$ cat config.mk
export PLATFORM = sky130hd
export DESIGN_NAME = disk_loader
export DESIGN_NICKNAME = d
export VERILOG_FILES = /design/src/rtl/disk_loader.sv
export SDC_FILE = /design/constraint.sdc
export NUM_CORES = 1
export LEC_CHECK = 0
export BUFFER_PORTS_ARGS = -buffer_cell sky130_fd_sc_hd__buf_2
export CAP_MARGIN = 30
export CELL_PAD_IN_SITES_DETAIL_PLACEMENT = 0
export CELL_PAD_IN_SITES_GLOBAL_PLACEMENT = 2
export CORE_ASPECT_RATIO = 1.4
export CORE_UTILIZATION = 31
export DETAILED_ROUTE_END_ITERATION = 6
export GPL_TIMING_DRIVEN = 0
export PLACE_DENSITY = 0.8
export SLEW_MARGIN = 25
export SYNTH_ARGS = -nofsm -noshare
export SYNTH_HDL_FRONTEND = slang
export SYNTH_SLANG_ARGS = --single-unit
$ cat constraint.sdc
create_clock -name clk -period 3.5 [get_ports clk]
set_clock_uncertainty 0.15 [all_clocks]
set_input_delay 0 -clock clk [delete_from_list [all_inputs] [get_ports clk]]
set_output_delay 0 -clock clk [all_outputs]
set_load 0.1 [all_outputs]
$ cat src/rtl/disk_loader.sv
// Disk-to-instruction-memory copy engine.
// Optional halt-opcode early stop: define DISK_LOADER_HALT_STOP_EN.
module disk_loader #(
    parameter logic [5:0] HALT_OPCODE = 6'b011000,
    parameter int         CNT_W       = 16
) (
    input  logic             clk,
    input  logic             rst_n,
    input  logic             start,
    input  logic [31:0]      disk_base,
    input  logic [31:0]      imem_base,
    input  logic [CNT_W-1:0] max_words,
    output logic [31:0]      disk_addr,
    input  logic [31:0]      disk_data,
    output logic             imem_we,
    output logic [31:0]      imem_addr,
    output logic [31:0]      imem_data,
    output logic             busy,
    output logic             done,
    output logic [CNT_W-1:0] count,
    output logic             halt_seen
);

    typedef enum logic [1:0] {IDLE, READ, WRITE, DONE} state_t;

    state_t           state;
    logic [31:0]      dbase_r;
    logic [31:0]      ibase_r;
    logic [CNT_W-1:0] max_r;
    logic [CNT_W-1:0] idx;
    logic [CNT_W-1:0] idx_inc;
    logic             halt_hit;
    logic             stop;

    assign idx_inc   = idx + CNT_W'(1);
    assign disk_addr = dbase_r + 32'(idx);
    assign imem_addr = ibase_r + 32'(idx);
    assign halt_hit  = (imem_data[31:26] == HALT_OPCODE);

`ifdef DISK_LOADER_HALT_STOP_EN
    assign stop = (idx_inc == max_r) || halt_hit;
`else
    assign stop = (idx_inc == max_r);
    // Opcode inspection is compiled out; the flag stays low.
    assign halt_seen = halt_hit & 1'b0;
`endif

    always_ff @(posedge clk or negedge rst_n) begin
        if (!rst_n) begin
            state     <= IDLE;
            dbase_r   <= '0;
            ibase_r   <= '0;
            max_r     <= '0;
            idx       <= '0;
            count     <= '0;
            imem_data <= '0;
            imem_we   <= 1'b0;
            busy      <= 1'b0;
            done      <= 1'b0;
`ifdef DISK_LOADER_HALT_STOP_EN
            halt_seen <= 1'b0;
`endif
        end else begin
            imem_we <= 1'b0;
            done    <= 1'b0;
            unique case (state)
                IDLE: begin
                    if (start) begin
                        dbase_r <= disk_base;
                        ibase_r <= imem_base;
                        max_r   <= max_words;
                        idx     <= '0;
                        count   <= '0;
                        busy    <= 1'b1;
`ifdef DISK_LOADER_HALT_STOP_EN
                        halt_seen <= 1'b0;
`endif
                        if (max_words == '0) begin
                            state <= DONE;
                            done  <= 1'b1;
                        end else begin
                            state <= READ;
                        end
                    end
                end
                READ: begin
                    imem_data <= disk_data;
                    imem_we   <= 1'b1;
                    state     <= WRITE;
                end
                WRITE: begin
                    idx   <= idx_inc;
                    count <= count + CNT_W'(1);
                    if (stop) begin
                        state <= DONE;
                        done  <= 1'b1;
`ifdef DISK_LOADER_HALT_STOP_EN
                        halt_seen <= halt_hit;
`endif
                    end else begin
                        state <= READ;
                    end
                end
                DONE: begin
                    busy  <= 1'b0;
                    state <= IDLE;
                end
                default: state <= IDLE;
            endcase
        end
    end

endmodule

==> impl_metrics.yaml <==
critical_path:
  cp_slowest_cell: "buf_2"
  ff2ff_setup_slack_ns: 0.45
  worstRegToRegCells: 10
  reg2reg_from: "idx[0]"
  critPathLaunchType: "flip-flop"
  cp.arrival_ns: 3.20
  end_kind: "primary output"
  crit_chain: "ha_1 > fa_1 > a21o_1 > a31oi_1 > nor2_1 > a221o_1 > a21oi_2 > xnor2_1 > buf_2"
  worst-path-buf-inv: 1
  crit_family: "compound AO/OA/AOI/OAI gates"
  path_class: "flip-flop to primary output"
  cpPeakStageDelay_ns: 0.44
  r2r_end: "done"
  cp_data_required_time_ns: 3.35
  path_max_fanout: 3
floorplanning:
  coreArea_um2: 26800
  die_h_um: 198
  die-area_um2: 28000
  die_width_um: 142
  io_pins: 231
  start_util: 0.316
  rows: 71
synthesis:
  yosysSeqAreaShare: 0.440
  synth-async-reset-ratio: 1.00
  yosysTopAreaCell: "dfrtp_1"
  synthCells: 960
  synth-edff-count: 0
  synthFlopType: "dfrtp_1"
  yosysTopAreaCellShare: 0.440
  syn-num-nets: 1111
  netlist_area_um2: 8470
  yosys-top-cells-area: "dfrtp_1 (44%), nand2_1 (13%), ha_1 (5.0%)"
  yosys_warnings: 0
  synth_seq_cells: 149
  synth_cell_types: 65
  syn_area_per_cell_um2: 8.83
clock_tree:
  clockBufferDepth: 2
  clk-insertion-delay-late_ns: 0.43
  cts.sinks: 149
  cts_buffers: 17
  cts.htree.levels: 4
  cts_tree: "built"
  clk_pin_slew_ns: 0.06
  clock-root-buffer: "clkbuf_16"
placed_design:
  gp_congestion: 0.840
  io_buffer_count: 229
  hpwl_um: 19400
  dp_slack_ns: -0.605
sta:
  fmax_ghz: 0.299
  drv_slew: 0
  setup_violations: 0
  setup_ws_ns: 0.153
  rsz0062_at_grt: "no"
  hold_viol_final: 0
  slew_headroom: 0.483
  fin_crit_sh: 0.956
  layout_min_cycle_time_ns: 3.35
  tightest_slew_ns: 0.775
cells_and_area:
  drive_gt1_frac: 0.257
  layout_commonest_cell: "nand2_1"
  area_growth_pct: 44.0
  final_cell_mix: "nand2_1 (283), buf_2 (200), dfrtp_1 (146), dlygate4sd3_1 (114), o21ai_0 (51)"
  fin_util: 0.455
  layout.nets: 1480
  antenna_cells: 0
detailed_routing:
  wirelength_um: 26400
  vias: 7979
  firstDrtPassIters: 4
  first_iter_violations: 275
  drc: 0
  vias_per_cell: 4.68
  ant_nets: 0
  detail_route.wl_per_cell_um: 15.5
power_and_ir_drop:
  p_per_area_nw_per_um2: 503
  peakVddDrop_v: 0.000437
  finalPower_mw: 6.14
  p_leak_nw: 5.96
global_routing:
  grtUsageTotal: 0.194
  grt_max_degree: 88
  grt_pass1_wl_um: 41800
  grt_pass1_vias: 8042
  antenna_found_initial: 0
  overflow: 0
worst_hold_path:
  hold_path.class: "input port to async pin"
status:
  status: "complete, no violations"
run:
  cap_violations: 0
through the flow:
step / setup TNS, ns / hold slack [ns] / instance area (um2) / std cells
floorplan: -0.0771 / -0.446 / 8600 / 960
global placement: -25.73 / 0.0406 / 10200 / 1554
detailed placement: -3.44 / -0.163 / 10200 / 1555
CTS: 0 / 0.0142 / 12100 / 1702
global route: 0 / 0.0348 / 12200 / 1704
finish: 0 / 0.0131 / 12200 / 1704
state kept, by name, summed over array words and instances (netlist names):
register / flops
busy: 1
count: 16
dbase_r: 32
done: 1
ibase_r: 32
idx: 16
imem_data: 32
imem_we: 1
max_r: 16
state: 2
worst min-delay path: cells and delay by family:
kind                   cells  cell delay, ns
buffers and inverters      3            0.98
worst max path at each step:
stage | start | end | depth (start not counted)
after detailed placement | idx[0] | imem_addr[20] | 10
after CTS | idx[1] | imem_addr[23] | 9
after global placement | idx[0] | imem_addr[20] | 10
final | idx[0] | disk_addr[12] | 9
after floorplan | idx[0] | imem_addr[16] | 9
after global routing | idx[12] | disk_addr[26] | 10
where the power goes:
part           internal, mW  switching (mW)
Clock                  1.05           0.707
Sequential             1.84           0.133
Combinational         0.580            1.83
cells by family (layout without fill, tap and decap cells):
logic type	Yosys count	in the layout	share of synthesized area
other cells	1	1	0.000443
fa+ha+maj	36	36	0.0549
flops	149	149	0.440
xor+xnor	72	72	0.0744
buf+inv	52	431	0.0255
compound gates	164	164	0.119
mux	39	39	0.0514
simple gates	447	447	0.234
timing repair:
item,4_1_cts,5_1_grt
pin swaps,2,2
setup endpoints to repair,35,35
hold buffers,115,0
gates resized for setup,41,26
buffers inserted,3,2
endpoints found under the hold margin,265,0
area by class of cell:
type	count	area, um2
buffer	43	183
timing repair buffer	350	2520
fill	2688	14600
clock inverter	10	110
sequential	149	3730
multi-input combinational	759	4730
clock buffer	19	443
tap	365	457
inverter	9	33.8
cells in the mapped netlist, types with 7 or more instances:
cell        n
nor2_1     38
mux2_2     32
inv_1       9
a21o_1      7
and3_1     20
a21oi_1    47
ha_1       34
nor3_1      9
dfrtp_1   149
clkbuf_1   30
xor2_1     25
nor2b_1     8
xnor2_1    47
nand3_1    38
nand2b_1    8
o21ai_0    52
nand4_1    15
nand2_1   283
per-layer routing:
layer | global-route usage | vias to the layer above | wire (um)
li1 | - | 4039 | -
met2 | 0.357 | 195 | 13900
met5 | 0 | - | 0
met1 | 0.221 | 3714 | 10900
met4 | 0.0653 | 0 | 505
met3 | 0.0402 | 31 | 1100
Power figures use the tool's default switching activity.
